$ cat config.mk
export PLATFORM = sky130hd
export DESIGN_NAME = ddr_arbiter_flat
export DESIGN_NICKNAME = d
export VERILOG_FILES = /design/src/rtl/ddr_arbiter_if.sv /design/src/rtl/ddr_arbiter.sv /design/src/flat_wrapper.sv
export SDC_FILE = /design/constraint.sdc
export NUM_CORES = 1
export LEC_CHECK = 0
export ABC_CLOCK_PERIOD_IN_PS = 3800
export BUFFER_PORTS_ARGS = -buffer_cell sky130_fd_sc_hd__buf_2
export CAP_MARGIN = 10
export CORE_AREA = 2 2 382 384
export CTS_BUF_LIST = sky130_fd_sc_hd__clkbuf_2
export DETAILED_ROUTE_END_ITERATION = 7
export DIE_AREA = 0 0 384 386
export PLACE_DENSITY = 0.3
export SYNTH_ARGS = -nofsm -noshare
export SYNTH_HDL_FRONTEND = slang
export SYNTH_SLANG_ARGS = --single-unit
$ cat constraint.sdc
create_clock -name clk -period 3.8 [get_ports clk]
set_input_delay 0.38 -clock clk [delete_from_list [all_inputs] [get_ports clk]]
set_output_delay 0.38 -clock clk [all_outputs]
set_load 0.03 [all_outputs]
$ cat src/rtl/ddr_arbiter_if.sv
// Bundle of requester-side and AXI-side signals for ddr_arbiter.
// master: the arbiter's view; slave: the environment (cameras, HDMI reader, DDR AXI port).
interface ddr_arbiter_if #(
    parameter int unsigned ADDR_W = 28
);
    // camera writers and HDMI reader
    logic [1:0]        wr_req;
    logic [ADDR_W-1:0] wr_addr0;
    logic [ADDR_W-1:0] wr_addr1;
    logic [255:0]      wr_data0;
    logic [255:0]      wr_data1;
    logic [1:0]        wr_ready;
    logic              rd_req;
    logic [ADDR_W-1:0] rd_addr;
    logic [2:0]        grant;
    logic [2:0]        done;

    // AXI write address / data
    logic [ADDR_W-1:0] axi_awaddr;
    logic [3:0]        axi_awlen;
    logic              axi_awvalid;
    logic              axi_awready;
    logic [255:0]      axi_wdata;
    logic [31:0]       axi_wstrb;
    logic              axi_wready;
    logic              axi_wusero_last;

    // AXI read address / data
    logic [ADDR_W-1:0] axi_araddr;
    logic [3:0]        axi_arlen;
    logic              axi_arvalid;
    logic              axi_arready;
    logic              axi_rlast;
    logic              axi_rvalid;

    // constant sideband
    logic [3:0]        axi_awuser_id;
    logic [3:0]        axi_aruser_id;
    logic              axi_awuser_ap;
    logic              axi_aruser_ap;

    modport master (
        input  wr_req, wr_addr0, wr_addr1, wr_data0, wr_data1, rd_req, rd_addr,
        input  axi_awready, axi_wready, axi_wusero_last,
        input  axi_arready, axi_rlast, axi_rvalid,
        output grant, done, wr_ready,
        output axi_awaddr, axi_awlen, axi_awvalid, axi_wdata, axi_wstrb,
        output axi_araddr, axi_arlen, axi_arvalid,
        output axi_awuser_id, axi_aruser_id, axi_awuser_ap, axi_aruser_ap
    );

    modport slave (
        output wr_req, wr_addr0, wr_addr1, wr_data0, wr_data1, rd_req, rd_addr,
        output axi_awready, axi_wready, axi_wusero_last,
        output axi_arready, axi_rlast, axi_rvalid,
        input  grant, done, wr_ready,
        input  axi_awaddr, axi_awlen, axi_awvalid, axi_wdata, axi_wstrb,
        input  axi_araddr, axi_arlen, axi_arvalid,
        input  axi_awuser_id, axi_aruser_id, axi_awuser_ap, axi_aruser_ap
    );
endinterface

$ cat src/rtl/ddr_arbiter.sv
// DDR AXI arbiter: two camera writers (round-robin) and one HDMI reader (priority).
// Optional macro ARB_STARVE_GUARD_EN: after RD_MAX consecutive read grants with a
// writer waiting, the next arbitration prefers the writers.
module ddr_arbiter #(
    parameter int unsigned ADDR_W    = 28,
    parameter logic [3:0]  BURST_LEN = 4'd15,
    parameter int unsigned RD_MAX    = 4
) (
    input  logic          clk,
    input  logic          rst,
    ddr_arbiter_if.master bus
);

    typedef enum logic [1:0] {
        ST_IDLE = 2'd0,
        ST_ADDR = 2'd1,
        ST_DATA = 2'd2,
        ST_DONE = 2'd3
    } state_e;

    state_e            state_q, state_d;
    logic [2:0]        grant_q, grant_d;
    logic [2:0]        done_q, done_d;
    logic [ADDR_W-1:0] awaddr_q, awaddr_d;
    logic [ADDR_W-1:0] araddr_q, araddr_d;
    logic              awvalid_q, awvalid_d;
    logic              arvalid_q, arvalid_d;
    logic              rr_q, rr_d;          // 1: wr1 wins the next writer tie
    logic [2:0]        winner_c;
    logic              starve_c;

    if (RD_MAX == 0) begin : g_rd_max_chk
        $error("ddr_arbiter: RD_MAX must be at least 1");
    end

`ifdef ARB_STARVE_GUARD_EN
    localparam int unsigned CNT_W = $clog2(RD_MAX + 1);

    logic [CNT_W-1:0] starve_q, starve_d;

    assign starve_c = (starve_q >= CNT_W'(RD_MAX));

    // Count consecutive read grants made while a writer waits; any write grant clears it
    always_comb begin
        starve_d = starve_q;
        if (state_q == ST_IDLE && |winner_c) begin
            if (!winner_c[2]) begin
                starve_d = '0;
            end else if (!(|bus.wr_req)) begin
                starve_d = '0;
            end else if (!starve_c) begin
                starve_d = starve_q + CNT_W'(1);
            end
        end
    end

    // Starvation counter register
    always_ff @(posedge clk or posedge rst) begin
        if (rst) begin
            starve_q <= '0;
        end else begin
            starve_q <= starve_d;
        end
    end
`else
    assign starve_c = 1'b0;
`endif

    // Winner selection: read first unless starving writers, then round-robin writers
    always_comb begin
        winner_c = 3'b000;
        if (bus.rd_req && !(starve_c && (|bus.wr_req))) begin
            winner_c = 3'b100;
        end else if (bus.wr_req == 2'b11) begin
            winner_c = rr_q ? 3'b010 : 3'b001;
        end else if (bus.wr_req[0]) begin
            winner_c = 3'b001;
        end else if (bus.wr_req[1]) begin
            winner_c = 3'b010;
        end
    end

    // Next-state and registered-output logic of the burst FSM
    always_comb begin
        state_d   = state_q;
        grant_d   = grant_q;
        done_d    = 3'b000;
        awaddr_d  = awaddr_q;
        araddr_d  = araddr_q;
        awvalid_d = awvalid_q;
        arvalid_d = arvalid_q;
        rr_d      = rr_q;
        unique case (state_q)
            ST_IDLE: begin
                if (|winner_c) begin
                    grant_d = winner_c;
                    state_d = ST_ADDR;
                    if (winner_c[2]) begin
                        araddr_d  = bus.rd_addr;
                        arvalid_d = 1'b1;
                    end else begin
                        awaddr_d  = winner_c[1] ? bus.wr_addr1 : bus.wr_addr0;
                        awvalid_d = 1'b1;
                    end
                end
            end
            ST_ADDR: begin
                if (grant_q[2]) begin
                    if (bus.axi_arready) begin
                        arvalid_d = 1'b0;
                        state_d   = ST_DATA;
                    end
                end else if (bus.axi_awready) begin
                    awvalid_d = 1'b0;
                    state_d   = ST_DATA;
                end
            end
            ST_DATA: begin
                if (grant_q[2] ? (bus.axi_rvalid && bus.axi_rlast)
                               : (bus.axi_wready && bus.axi_wusero_last)) begin
                    state_d = ST_DONE;
                    done_d  = grant_q;
                    grant_d = 3'b000;
                    if (!grant_q[2]) begin
                        rr_d = grant_q[0];
                    end
                end
            end
            ST_DONE: begin
                state_d = ST_IDLE;
            end
            default: begin
                state_d = ST_IDLE;
            end
        endcase
    end

    // FSM and output registers
    always_ff @(posedge clk or posedge rst) begin
        if (rst) begin
            state_q   <= ST_IDLE;
            grant_q   <= 3'b000;
            done_q    <= 3'b000;
            awaddr_q  <= '0;
            araddr_q  <= '0;
            awvalid_q <= 1'b0;
            arvalid_q <= 1'b0;
            rr_q      <= 1'b0;
        end else begin
            state_q   <= state_d;
            grant_q   <= grant_d;
            done_q    <= done_d;
            awaddr_q  <= awaddr_d;
            araddr_q  <= araddr_d;
            awvalid_q <= awvalid_d;
            arvalid_q <= arvalid_d;
            rr_q      <= rr_d;
        end
    end

    assign bus.grant       = grant_q;
    assign bus.done        = done_q;
    assign bus.axi_awaddr  = awaddr_q;
    assign bus.axi_awvalid = awvalid_q;
    assign bus.axi_awlen   = BURST_LEN;
    assign bus.axi_araddr  = araddr_q;
    assign bus.axi_arvalid = arvalid_q;
    assign bus.axi_arlen   = BURST_LEN;

    // Write data path steered by the current writer; wready only reaches that writer
    assign bus.axi_wdata = grant_q[1] ? bus.wr_data1 : bus.wr_data0;
    assign bus.axi_wstrb = '1;
    assign bus.wr_ready  = {bus.axi_wready & grant_q[1], bus.axi_wready & grant_q[0]};

    assign bus.axi_awuser_id = '0;
    assign bus.axi_aruser_id = '0;
    assign bus.axi_awuser_ap = 1'b0;
    assign bus.axi_aruser_ap = 1'b0;

endmodule

$ cat src/flat_wrapper.sv
// flat-port wrapper written by rule: the top's interface ports become plain ports
module ddr_arbiter_flat 
#(
    parameter int unsigned ADDR_W    = 28,
    parameter logic [3:0]  BURST_LEN = 4'd15,
    parameter int unsigned RD_MAX    = 4
)
  (clk, rst, bus_wr_req, bus_wr_addr0, bus_wr_addr1, bus_wr_data0, bus_wr_data1, bus_rd_req, bus_rd_addr, bus_axi_awready, bus_axi_wready, bus_axi_wusero_last, bus_axi_arready, bus_axi_rlast, bus_axi_rvalid, bus_grant, bus_done, bus_wr_ready, bus_axi_awaddr, bus_axi_awlen, bus_axi_awvalid, bus_axi_wdata, bus_axi_wstrb, bus_axi_araddr, bus_axi_arlen, bus_axi_arvalid, bus_axi_awuser_id, bus_axi_aruser_id, bus_axi_awuser_ap, bus_axi_aruser_ap);
  ddr_arbiter_if #(.ADDR_W(ADDR_W)) bus_i ();
  input  logic clk;
  input  logic rst;
  input wire logic [$bits(bus_i.wr_req)-1:0] bus_wr_req;
  input wire logic [$bits(bus_i.wr_addr0)-1:0] bus_wr_addr0;
  input wire logic [$bits(bus_i.wr_addr1)-1:0] bus_wr_addr1;
  input wire logic [$bits(bus_i.wr_data0)-1:0] bus_wr_data0;
  input wire logic [$bits(bus_i.wr_data1)-1:0] bus_wr_data1;
  input wire logic [$bits(bus_i.rd_req)-1:0] bus_rd_req;
  input wire logic [$bits(bus_i.rd_addr)-1:0] bus_rd_addr;
  input wire logic [$bits(bus_i.axi_awready)-1:0] bus_axi_awready;
  input wire logic [$bits(bus_i.axi_wready)-1:0] bus_axi_wready;
  input wire logic [$bits(bus_i.axi_wusero_last)-1:0] bus_axi_wusero_last;
  input wire logic [$bits(bus_i.axi_arready)-1:0] bus_axi_arready;
  input wire logic [$bits(bus_i.axi_rlast)-1:0] bus_axi_rlast;
  input wire logic [$bits(bus_i.axi_rvalid)-1:0] bus_axi_rvalid;
  output wire logic [$bits(bus_i.grant)-1:0] bus_grant;
  output wire logic [$bits(bus_i.done)-1:0] bus_done;
  output wire logic [$bits(bus_i.wr_ready)-1:0] bus_wr_ready;
  output wire logic [$bits(bus_i.axi_awaddr)-1:0] bus_axi_awaddr;
  output wire logic [$bits(bus_i.axi_awlen)-1:0] bus_axi_awlen;
  output wire logic [$bits(bus_i.axi_awvalid)-1:0] bus_axi_awvalid;
  output wire logic [$bits(bus_i.axi_wdata)-1:0] bus_axi_wdata;
  output wire logic [$bits(bus_i.axi_wstrb)-1:0] bus_axi_wstrb;
  output wire logic [$bits(bus_i.axi_araddr)-1:0] bus_axi_araddr;
  output wire logic [$bits(bus_i.axi_arlen)-1:0] bus_axi_arlen;
  output wire logic [$bits(bus_i.axi_arvalid)-1:0] bus_axi_arvalid;
  output wire logic [$bits(bus_i.axi_awuser_id)-1:0] bus_axi_awuser_id;
  output wire logic [$bits(bus_i.axi_aruser_id)-1:0] bus_axi_aruser_id;
  output wire logic [$bits(bus_i.axi_awuser_ap)-1:0] bus_axi_awuser_ap;
  output wire logic [$bits(bus_i.axi_aruser_ap)-1:0] bus_axi_aruser_ap;
  assign bus_i.wr_req = bus_wr_req;
  assign bus_i.wr_addr0 = bus_wr_addr0;
  assign bus_i.wr_addr1 = bus_wr_addr1;
  assign bus_i.wr_data0 = bus_wr_data0;
  assign bus_i.wr_data1 = bus_wr_data1;
  assign bus_i.rd_req = bus_rd_req;
  assign bus_i.rd_addr = bus_rd_addr;
  assign bus_i.axi_awready = bus_axi_awready;
  assign bus_i.axi_wready = bus_axi_wready;
  assign bus_i.axi_wusero_last = bus_axi_wusero_last;
  assign bus_i.axi_arready = bus_axi_arready;
  assign bus_i.axi_rlast = bus_axi_rlast;
  assign bus_i.axi_rvalid = bus_axi_rvalid;
  assign bus_grant = bus_i.grant;
  assign bus_done = bus_i.done;
  assign bus_wr_ready = bus_i.wr_ready;
  assign bus_axi_awaddr = bus_i.axi_awaddr;
  assign bus_axi_awlen = bus_i.axi_awlen;
  assign bus_axi_awvalid = bus_i.axi_awvalid;
  assign bus_axi_wdata = bus_i.axi_wdata;
  assign bus_axi_wstrb = bus_i.axi_wstrb;
  assign bus_axi_araddr = bus_i.axi_araddr;
  assign bus_axi_arlen = bus_i.axi_arlen;
  assign bus_axi_arvalid = bus_i.axi_arvalid;
  assign bus_axi_awuser_id = bus_i.axi_awuser_id;
  assign bus_axi_aruser_id = bus_i.axi_aruser_id;
  assign bus_axi_awuser_ap = bus_i.axi_awuser_ap;
  assign bus_axi_aruser_ap = bus_i.axi_aruser_ap;
  ddr_arbiter #(.ADDR_W(ADDR_W), .BURST_LEN(BURST_LEN), .RD_MAX(RD_MAX)) u_core (.clk(clk), .rst(rst), .bus(bus_i));
endmodule
==> metrics.yaml, run 1 <==
final_nets: 2201
cp_slowest_stage_delay_ns: 0.66
coreArea_um2: 145000
critPathTopFamily: "buffers and inverters"
power_density_nw_per_um2: 564
status: "finished clean"
gp_congestion: 0.898
leakage_uw: 0.00671
holdCritPathClass: "input port to register"
synth_fa_ha_area_frac: 0.00790
worst_pin_slew_ns: 0.716
yosys.area_share.xor_xnor: 0
synthArstFlopShare: 1.00
synth_top_family_by_area: "multiplexers"
grt_pass1_vias: 9064
yosysUniqueCellTypes: 34
antenna_found_initial: 135
die_width_um: 384
worstPathCellList: "inv_1 -> ha_1 -> nor4b_2 -> dlygate4sd3_1 -> a31oi_1 -> dlygate4sd3_1 -> o21ai_1 -> mux2_1 -> dlygate4sd3_1"
period_share: 0.909
ys.flop_type: "dfrtp_1"
via_per_inst: 2.62
start_util: 0.0438
grt_pass1_wl_mm: 112
crit_path_frequent_cell: "dlygate4sd3_1"
crit_type: "register to register"
firstDrtPassIters: 4
area_growth_pct: 127
worstPathMaxFanout: 4
maxCapViolCount: 0
num_rows: 140
netlist_area_um2: 6330
start_kind: "register"
cts_buffers: 9
dieArea_um2: 148000
ioPinCount: 979
ys_seq_area_frac: 0.265
dieHeight_um: 386
grt_use_total: 0.123
hold_viol_final: 0
avgSynthCellArea_um2: 11.0
fin_setup_tns_ns: 0
overflow: 0
path_clk_slew_ns: 0.29
yosys.area_share.simple: 0.0336
drv_slew: 0
max_freq_mhz: 289
numClockSinks: 67
arrival_ns: 4.27
synth_cells: 578
post-route-min-period_ns: 3.45
io_buffer_count: 928
crit_required_ns: 4.61
synth_enable_flop_cells: 0
multi_input_area_um2: 4220
rsz0062_at_grt: "false"
wirelength_mm: 95.4
wl_per_cell_um: 26.9
drive_above_1_share: 0.778
via_count: 9286
muxShareOfSynthArea: 0.556
slowest_stage: "dlygate4sd3_1"
skew_ns: 0.0374
peakVddDrop_mv: 0.227
critPathBufInv: 4
synth_compound_area_frac: 0.0368
dpl.hpwl_mm: 88.2
clock_path_buffers: 2
end_kind: "register"
drc_errors: 0
ys_ff_latch: 67
worst_skew_pair.late_latency_ns: 0.88
final-seq-area_um2: 1680
drtAntennaViolNets: 0
cts_root_buf: "clkbuf_2"
drt-initial-drc-count: 285
relSlewSlack: 0.523
finalSetupViolCount: 0
cts_tree: "yes"
fin_hold_ws_ns: 0.231
synth-warning-count: 0
h-tree-depth: 3
grt_max_degree: 58
fillCellCount: 17100
[tightest hold or removal path: stages]
cell	delay (ns)
dlygate4sd3_1	0.52
buf_2	0.10
mux2_1	0.11
[cell usage after synthesis (3+ instances only)]
cell	number	area (um2)
mux2_2	275	3100
dfrtp_1	67	1680
buf_4	51	383
buf_2	36	180
nor2_1	32	120
a21oi_1	30	150
mux2i_1	29	290
mux2_1	12	135
inv_1	6	22.5
ha_1	4	50.1
clkbuf_1	3	11.3
nand2_1	3	11.3
[cell families after synthesis]
group	count (synthesis)
AOI/OAI and AO/OA	42
buffers and inverters	100
muxes	316
other	2
adders and majority gates	4
DFF	67
and+or+nand+nor	47
[stage by stage]
step / cells / util / instance area (um2) / worst slack (ns) / power [uW]
finish: 3546 / 0.0994 / 14400 / 0.346 / 8110
floorplan: 626 / - / 6510 / 1.74 / 5320
global placement: 3393 / 0.0908 / 13100 / 1.17 / 7490
global route: 3532 / 0.0991 / 14300 / 0.187 / 8580
detailed placement: 3393 / 0.0908 / 13100 / 1.19 / 7490
CTS: 3512 / 0.0988 / 14300 / 0.190 / 8290
[repair_timing]
item	4_1_cts	5_1_grt
setup buffers	1	0
endpoints found under the hold margin	129	0
hold buffers	102	0
setup endpoints to repair	2	0
resized for setup	0	0
[cell type report]
type,count,area share
well taps,1917,0.167
multi-input cells,459,0.294
clock buffers,9,0.00314
flip-flops and latches,67,0.117
clock inverters,7,0.00479
inverters,8,0.00218
diodes,34,0.00592
repair buffers,1045,0.406
[sequential cells by signal, indices dropped and copies added, names as in the netlist]
register / count
u_core.bus.axi_araddr: 28
u_core.bus.axi_awaddr: 28
u_core.bus.done: 3
u_core.bus.grant: 3
u_core.state_q: 2
u_core.bus.axi_arvalid: 1
u_core.bus.axi_awvalid: 1
u_core.rr_q: 1
[path summary, 6_finish.rpt]
kind,from,end,slack (ns),depth (start not counted)
min in group asynchronous,rst,u_core.bus.axi_awaddr[9],0.67,4
min reg2reg,u_core.bus.axi_araddr[3],u_core.bus.axi_araddr[3],0.51,1
max in group asynchronous,rst,u_core.bus.axi_araddr[20],2.26,5
max,u_core.state_q[1],u_core.bus.grant[0],0.35,9
min,bus_rd_addr[23],u_core.bus.axi_araddr[23],0.23,3
max reg2reg,u_core.state_q[1],u_core.bus.grant[0],0.35,9
[placed cells by master, fill, tap and decap left out, types with 2 or more instances in the layout]
cell           instances
and3_1                 2
a31oi_1                2
clkinv_4               2
nand2_1                3
buf_2                928
inv_1                  5
mux2i_1               29
a21oi_1               30
nor2_1                31
clkinv_2               3
nor3_1                 2
mux2_1                12
inv_2                  2
buf_4                 11
dlygate4sd3_1        102
o21ai_0                2
diode_2               34
clkbuf_2               9
buf_12                 4
dfrtp_1               66
mux2_2               275
ha_1                   4
and2_1                 2
o21ai_1                2
conb_1                50
[metal layers]
metal,track usage,vias to the layer above,share of wire
met3,0.0403,233,0.084
met4,0.0351,24,0.031
met1,0.136,4243,0.38
met2,0.222,743,0.50
met5,0,-,0.0018
li1,-,4043,-
[power breakdown]
group          leakage, uW  internal, uW  switching [uW]
Combinational      0.00586          2170            4090
Sequential        0.000778          1050             250
Clock            0.0000695           150             398
(Power assumes the default switching activity.)
==> run 2, diff against run 1 <==
- CTS_BUF_LIST: sky130_fd_sc_hd__clkbuf_2 -> sky130_fd_sc_hd__clkbuf_8
==> run 2 against run 1 <==
  * Worst hold slack got worse by 0.12 ns
  * Core utilization decreased by 0.64 points
  * Clock power increased by 33%
  * Flip-flop and latch count unchanged
  * Combinational power decreased by 3.4%
  * Clock skew decreased by 0.025 ns
  * First-iteration DRC count decreased by 7.7%
  * Register-to-register slack improved by 1.5 ns
  * Die area unchanged
  * Critical path depth decreased by 6
  * Non-clock buffer count decreased by 102
  * Critical path type is now register to primary output
==> metrics.yaml, run 2 (synthesized netlist as in run 1, its figures left out) <==
path_clk_slew_ns: 0.10
worstPathMaxFanout: 48
total_power_uw: 8110
fin_util: 0.0930
dieArea_um2: 148000
maxCapViolCount: 0
drtAntennaViolNets: 0
crit_type: "register to primary output"
wl_per_cell_um: 27.4
cts_resized: 0
arrival_ns: 2.70
hold_viol_final: 0
power_density_nw_per_um2: 604
peakVddDrop_mv: 0.216
skew_ns: 0.0129
dp_cells: 3393
post-route-min-period_ns: 3.08
fin_setup_tns_ns: 0
num_rows: 140
gp_congestion: 0.898
io_buffer_count: 928
rsz0062_at_grt: "false"
ioPinCount: 979
drt-initial-drc-count: 263
dpl.hpwl_mm: 88.2
leakage_uw: 0.00631
crit_required_ns: 3.42
drc_errors: 0
area_growth_pct: 112
dieHeight_um: 386
start_kind: "register"
grt_pass1_vias: 8610
grt_max_degree: 58
final_common_cell: "buf_2"
start_util: 0.0438
cts_setup_buffers: 0
end_kind: "primary output"
final_nets: 2099
drive_above_1_share: 0.831
fillCellCount: 17100
antenna_found_initial: 138
overflow: 0
final_cell_count_no_fill: 3450
status: "finished clean"
holdCritPathClass: "input port to register"
relSlewSlack: 0.389
clock_path_buffers: 2
via_count: 8909
wirelength_mm: 94.5
worst_skew_pair.late_latency_ns: 0.48
max_freq_mhz: 325
finalSetupViolCount: 0
drv_slew: 0
final_cell_mix: "928 x buf_2, 275 x mux2_2, 66 x dfrtp_1"
firstDrtPassIters: 4
die_width_um: 384
h-tree-depth: 3
period_share: 0.810
coreArea_um2: 145000
grt_pass1_wl_mm: 111
grt_use_total: 0.121
numClockSinks: 67
cts_root_buf: "clkbuf_8"
cts_buffers: 9
cts_tree: "yes"
fin_hold_ws_ns: 0.111
worst_pin_slew_ns: 0.916
via_per_inst: 2.58
==> run 2: cell count changes in the layout (fill, tap and decap cells not counted) <==
cell,delta
clkinv_1,-1
dlygate4sd3_1,-101
clkbuf_8,+10
buf_12,-1
diode_2,+6
clkbuf_2,-9
==> run 2: repair_timing <==
action | in CTS | in global routing
hold endpoints to repair | 29 | 0
hold buffers | 1 | 0
setup endpoints to repair | 0 | 0
==> run 2: metal layers <==
| metal | vias to the layer above | track usage | wire (um) |
|---|---|---|---|
| li1 | 3846 | - | - |
| met1 | 4044 | 0.135 | 35200 |
| met2 | 752 | 0.218 | 47200 |
| met3 | 247 | 0.0377 | 8530 |
| met4 | 20 | 0.0388 | 3370 |
| met5 | - | 0 | 149 |
==> run 2: final timing paths <==
path | slack (ns) | end | from | cells past startpoint
max | 0.72 | bus_axi_wdata[152] | u_core.bus.grant[1] | 3
min | 0.11 | u_core.bus.axi_araddr[2] | bus_rd_addr[2] | 2
max reg2reg | 1.83 | u_core.bus.axi_awaddr[24] | u_core.state_q[0] | 7
min reg2reg | 0.49 | u_core.bus.axi_araddr[3] | u_core.bus.axi_araddr[3] | 1
max in group asynchronous | 2.43 | u_core.bus.axi_araddr[20] | rst | 4
min in group asynchronous | 0.53 | u_core.bus.axi_araddr[14] | rst | 3
==> run 2: final cells by class <==
cell class	count	area, um2	area share
clock buffer	10	138	0.0102
clock inverter	6	65.1	0.00484
inverter	8	31.3	0.00233
sequential	67	1680	0.125
tap	1917	2400	0.179
multi-input combinational	459	4220	0.314
antenna	40	100	0.00745
timing repair buffer	943	4800	0.357
==> run 2: metrics by stage <==
step	worst slack, ns	instance area, um2
after floorplan	1.74	6510
after global routing	0.578	13400
after detailed placement	1.19	13100
final	0.721	13400
after global placement	1.17	13100
after CTS	0.575	13300
==> run 2: power by group <==
part	leakage (uW)	switching [uW]	internal [uW]
registers	0.000778	286	1050
clock network	0.000102	411	320
logic	0.00543	4000	2050
total	0.00631	4690	3420
==> run 2: worst max-delay path, cell delays in order, from the launching register on <==
cell     delay, ns
dfrtp_4       0.98
buf_4         0.42
mux2_2        0.48
buf_2         0.22
